[config.mk]
export PLATFORM = sky130hd
export DESIGN_NAME = hamming_decode_pipe
export DESIGN_NICKNAME = d
export VERILOG_FILES = /design/src/rtl/hamming_pkg.sv /design/src/rtl/hamming_syndrome.sv /design/src/rtl/hamming_decode_pipe.sv
export SDC_FILE = /design/constraint.sdc
export NUM_CORES = 1
export LEC_CHECK = 0
export ABC_AREA = 1
export CAP_MARGIN = 10
export CORE_MARGIN = 2
export CORE_UTILIZATION = 45
export DETAILED_ROUTE_END_ITERATION = 16
export PLACE_DENSITY = 0.71
export SETUP_SLACK_MARGIN = 0.02
export SYNTH_ARGS = -nofsm -noshare
export SYNTH_HDL_FRONTEND = slang
export SYNTH_SLANG_ARGS = --single-unit
[constraint.sdc]
create_clock -name clk -period 1.97 [get_ports clk]
set_clock_uncertainty 0.1 [all_clocks]
set_input_delay 0.197 -clock clk [delete_from_list [all_inputs] [get_ports clk]]
set_output_delay 0.197 -clock clk [all_outputs]
set_load 0.01 [all_outputs]
[src/rtl/hamming_pkg.sv]
// Shared Hamming code helpers: codeword layout and parity-width check.
// Used by both the encoder and the decode pipeline.
package hamming_pkg;

  localparam int N_DEFAULT  = 7;
  localparam int R_DEFAULT  = 4;
  localparam int CW_DEFAULT = 16;

  // Parity bits occupy the power-of-two positions of the 1-based codeword.
  function automatic bit is_parity_pos(input int i);
    return (i > 0) && ((i & (i - 1)) == 0);
  endfunction

  // Codeword position of data bit j (1-based).
  function automatic int data_pos(input int j);
    int pos;
    int cnt;
    pos = 0;
    cnt = 0;
    for (int p = 1; p < 256; p++) begin
      if (pos == 0 && !is_parity_pos(p)) begin
        cnt++;
        if (cnt == j) pos = p;
      end
    end
    return pos;
  endfunction

  // Smallest R with 2**R >= n+R+1.
  function automatic int min_parity_bits(input int n);
    int res;
    res = 0;
    for (int r = 1; r < 31; r++) begin
      if (res == 0 && (1 << r) >= n + r + 1) res = r;
    end
    return res;
  endfunction

endpackage

[src/rtl/hamming_syndrome.sv]
// Combinational Hamming syndrome: XOR of the indices of every set codeword bit.
module hamming_syndrome #(
  parameter int N = 7,
  parameter int R = 4
) (
  input  logic [1:N+R]  code,
  output logic [R-1:0]  syndrome
);

  always_comb begin
    syndrome = '0;
    for (int i = 1; i <= N + R; i++) begin
      if (code[i]) syndrome = syndrome ^ R'(i);
    end
  end

endmodule

[src/rtl/hamming_decode_pipe.sv]
// Two-stage Hamming decoder with valid/ready flow control and saturating
// corrected/uncorrectable word counters.
module hamming_decode_pipe
  import hamming_pkg::*;
#(
  parameter int N  = N_DEFAULT,
  parameter int R  = R_DEFAULT,
  parameter int CW = CW_DEFAULT
) (
  input  logic           clk,
  input  logic           rst,
  input  logic           in_valid,
  output logic           in_ready,
  input  logic [1:N+R]   in_code,
  output logic           out_valid,
  input  logic           out_ready,
  output logic [1:N]     out_data,
  output logic [R-1:0]   out_syndrome,
  output logic           out_corrected,
  output logic           out_uncorrectable,
  input  logic           cnt_clear,
  output logic [CW-1:0]  cnt_corrected,
  output logic [CW-1:0]  cnt_uncorr
);

  if (R < min_parity_bits(N)) begin : g_bad_params
    $error("hamming_decode_pipe: R too small for N data bits");
  end

  localparam logic [R-1:0] MAX_POS = R'(N + R);

  logic           s1_valid;
  logic [1:N+R]   s1_code;
  logic [R-1:0]   s1_syn;
  logic [R-1:0]   in_syn;
  logic           adv1;
  logic           adv2;
  logic           out_hs;
  logic [1:N+R]   fixed;
  logic [1:N]     dec_data;
  logic           dec_corr;
  logic           dec_uncorr;

  hamming_syndrome #(.N(N), .R(R)) u_syndrome (
    .code     (in_code),
    .syndrome (in_syn)
  );

  assign adv2     = !out_valid || out_ready;
  assign adv1     = !s1_valid || adv2;
  assign in_ready = adv1;
  assign out_hs   = out_valid && out_ready;

  // Syndromes past the last position have no bit to flip; data passes through raw.
  always_comb begin
    fixed = s1_code;
    for (int i = 1; i <= N + R; i++) begin
      if (s1_syn == R'(i)) fixed[i] = ~s1_code[i];
    end
    for (int j = 1; j <= N; j++) begin
      dec_data[j] = fixed[data_pos(j)];
    end
    dec_corr   = (s1_syn != '0) && (s1_syn <= MAX_POS);
    dec_uncorr = (s1_syn > MAX_POS);
  end

  always_ff @(posedge clk) begin
    if (rst) begin
      s1_valid <= 1'b0;
      s1_code  <= '0;
      s1_syn   <= '0;
    end else if (adv1) begin
      s1_valid <= in_valid;
      if (in_valid) begin
        s1_code <= in_code;
        s1_syn  <= in_syn;
      end
    end
  end

  always_ff @(posedge clk) begin
    if (rst) begin
      out_valid         <= 1'b0;
      out_data          <= '0;
      out_syndrome      <= '0;
      out_corrected     <= 1'b0;
      out_uncorrectable <= 1'b0;
    end else if (adv2) begin
      out_valid <= s1_valid;
      if (s1_valid) begin
        out_data          <= dec_data;
        out_syndrome      <= s1_syn;
        out_corrected     <= dec_corr;
        out_uncorrectable <= dec_uncorr;
      end
    end
  end

  // Clear takes priority over a coincident increment.
  always_ff @(posedge clk) begin
    if (rst || cnt_clear) begin
      cnt_corrected <= '0;
      cnt_uncorr    <= '0;
    end else if (out_hs) begin
      if (out_corrected && cnt_corrected != '1) cnt_corrected <= cnt_corrected + 1'b1;
      if (out_uncorrectable && cnt_uncorr != '1) cnt_uncorr <= cnt_uncorr + 1'b1;
    end
  end

endmodule

==> results.cfg <==
[synth]
synthArstFlopShare = 0
synthCells = 470
synth-main-ff-cell = dfxtp_1
synth_edf_count = 0
syn-num-nets = 488
yosysMostFrequentCell = nand2_1
syn_area_um2 = 3190
synth_seq_cells = 58
synth_warnings = 0
synth.distinct_cells = 27
ys_seq_area_frac = 0.364
synth_area_per_cell_um2 = 6.78
synth_top_cell_by_area = dfxtp_1
synth.top_cell.area_share = 0.364
synthTopCellsByArea = dfxtp_1, nand2_1, a21oi_1
synth_common_cells = nand2_1, dfxtp_1, nor2_1

[worst_setup_path]
crit_required_ps = 2100
critical_path.max_stage_delay_ps = 400
cpMaxStageDelayCell = dfxtp_1
startpoint_type = flop
cp_max_fo = 16
crit_buf_inv = 0
arrival_ps = 1880
cp-end-kind = flop
crit_top_cell = nor2_1
crit_type = flop to flop
cp_top_family = simple AND/OR/NAND/NOR gates
path_cells = ha_1 > nand2_2 > nor2_2 > nand3_2 > nor2_1 > nor2_4 > a21oi_1 > nor2_1

[sta]
finalCritPeriodShare = 0.891
slew_headroom = 0.715
tns_ps = 0
slew_viol_final = 0
max_freq_ghz = 0.570
report.final.hold_viol_count = 0
hold_ws_ps = 371
rsz0062_at_grt = no
period_needed_ps = 1760
worst_pin_slew_ps = 426
finalSetupViolCount = 0

[detailed_routing]
drc_errors = 0
firstDrtPassIters = 4
routed_wl_mm = 7.64
viasPerCell = 4.97
vias = 3208
drtIter0Drc = 130
wl_per_cell_um = 11.8
ant_nets = 0

[pwr]
ir_worst_vdd_mv = 0.403
p_clk_frac = 0.477
power_density_nw_per_um2 = 688
combPwrFrac = 0.098
p_int_w = 0.00226
p_leak_nw = 1.60
switchingPower_w = 0.000659
finalPower_w = 0.00292
switching_share = 0.226
p_seq_frac = 0.426

[layout]
post-route-util = 0.621
antenna_cells = 0
multi_input_area_um2 = 1780
drive_gt1_frac = 0.0909
syn2layout_area_growth_pct = 33.0
nNetsFinal = 563
regArea_um2 = 1160
layout.cells.non_filler = 646
num-fill-cells = 639

[die]
die_h_um = 88.2
coreArea_um2 = 6830
core.rowCount = 30
start_util = 0.467
die_area_um2 = 7770
io_pins = 63
die_x_um = 88.2

[clocking]
cts_buffers = 9
hold_buffers = 0
clkTransAtPathRegs_ps = 70
tritoncts = built
htree_levels = 3
cts_num_sinks = 58
root_buffer = clkbuf_8
cts_buffer_depth = 2
clock_latency_ps = 340

[worst_hold_path]
hold_path_class = flop to flop

[global_routing]
antenna_found_initial = 0
grt_pass1_wl_mm = 12.9
gr-total-overflow = 0
grt_usage = 0.211
grt_pass1_vias = 2890
grt_max_degree = 22

[place]
io_buffer_count = 62
gp_congestion = 0.898
dpl.hpwl_mm = 5.67
dpl.cell_count = 629

[status]
status = finished clean

[job]
max_cap_viol_count = 0
## final timing paths
kind / start / to / slack [ps] / cells after the start
worst max register to register: cnt_uncorr[1]$_SDFFE_PP0P_ / cnt_uncorr[12]$_SDFFE_PP0P_ / 210 / 8
worst max-delay path: cnt_uncorr[1]$_SDFFE_PP0P_ / cnt_uncorr[12]$_SDFFE_PP0P_ / 210 / 8
worst min register to register: s1_code[5]$_SDFFE_PP0P_ / s1_code[5]$_SDFFE_PP0P_ / 370 / 2
worst min-delay path: s1_code[5]$_SDFFE_PP0P_ / s1_code[5]$_SDFFE_PP0P_ / 370 / 2
## worst min-delay path, stage by stage (launching register included)
cell and delay, ps:
dfxtp_1 300, inv_1 70, a21oi_1 60
## power by group through the flow
stage / Sequential (W) / Clock (W) / Combinational, W
2_1_floorplan: 0.00127 / 0 / 0.000154
3_3_place_gp: 0.00127 / 0 / 0.000284
3_5_place_dp: 0.00127 / 0 / 0.000285
4_1_cts: 0.00124 / 0.00141 / 0.000287
5_1_grt: 0.00125 / 0.00147 / 0.000322
6_report: 0.00124 / 0.00139 / 0.000285
## layout by cell type (no fill, tap or decap), types with 2 or more instances in the layout
| cell | netlist | final |
|---|---|---|
| ha_1 | 2 | 2 |
| xor2_1 | 14 | 14 |
| clkinv_2 | 0 | 2 |
| dfxtp_1 | 58 | 58 |
| buf_4 | 0 | 11 |
| xnor2_1 | 18 | 18 |
| a21oi_1 | 43 | 43 |
| nand3b_1 | 2 | 2 |
| nor2_1 | 51 | 51 |
| buf_12 | 1 | 2 |
| nand2_2 | 4 | 4 |
| o21ai_0 | 23 | 23 |
| clkdlybuf4s50_1 | 0 | 62 |
| nand3_1 | 29 | 29 |
| nor2_4 | 3 | 4 |
| bufinv_16 | 0 | 3 |
| inv_1 | 49 | 49 |
| nor2_2 | 3 | 2 |
| o221ai_1 | 2 | 2 |
| nand2_1 | 135 | 135 |
| clkbuf_8 | 0 | 11 |
| nand4_1 | 10 | 10 |
| a21oi_2 | 6 | 6 |
| nand2_4 | 3 | 3 |
## registers in the layout (all words and copies together), names as in the netlist
name               cells
out_syndrome           4
out_data               7
out_uncorrectable      1
s1_valid               1
s1_syn                 4
cnt_uncorr            16
cnt_corrected         16
out_corrected          1
s1_code                7
out_valid              1
## per-stage QoR
| step | area, µm² | setup WS, ps |
|---|---|---|
| 2_1_floorplan | 3190 | 263 |
| 3_3_place_gp | 3960 | 157 |
| 3_5_place_dp | 3960 | 89.7 |
| 4_1_cts | 4220 | 113 |
| 5_1_grt | 4240 | 59.9 |
| 6_report | 4240 | 214 |
## layout make-up
class | instances | area share
timing repair buffer | 75 | 0.175
multi-input combinational | 351 | 0.419
tap | 96 | 0.0283
clock buffer | 11 | 0.0357
inverter | 50 | 0.0443
clock inverter | 5 | 0.0236
sequential | 58 | 0.274
## per-layer routing
layer | vias to the layer above | track usage | share of wire | wire length, µm
met3 | 17 | 0.0547 | 0.051 | 386
met1 | 1454 | 0.259 | 0.44 | 3390
li1 | 1658 | - | - | -
met4 | 0 | 0.0923 | 0.023 | 176
met2 | 79 | 0.350 | 0.48 | 3690
met5 | - | 0 | 0 | 0
## logic make-up (layout without fill, tap and decap cells)
family,count (synthesis),after routing,share of synthesized area
AOI/OAI and AO/OA,76,76,0.133
xor gates and xnor gates,32,32,0.0879
adders and majority gates,2,2,0.00785
buffers and inverters,61,141,0.0801
DFF,58,58,0.364
and+or+nand+nor,241,241,0.327
## repair_timing
item	CTS	global route
endpoints found under the setup margin	0	16
gates resized for setup	0	1
buffers inserted	0	1
Note: power is estimated with default switching activity, not from simulation.
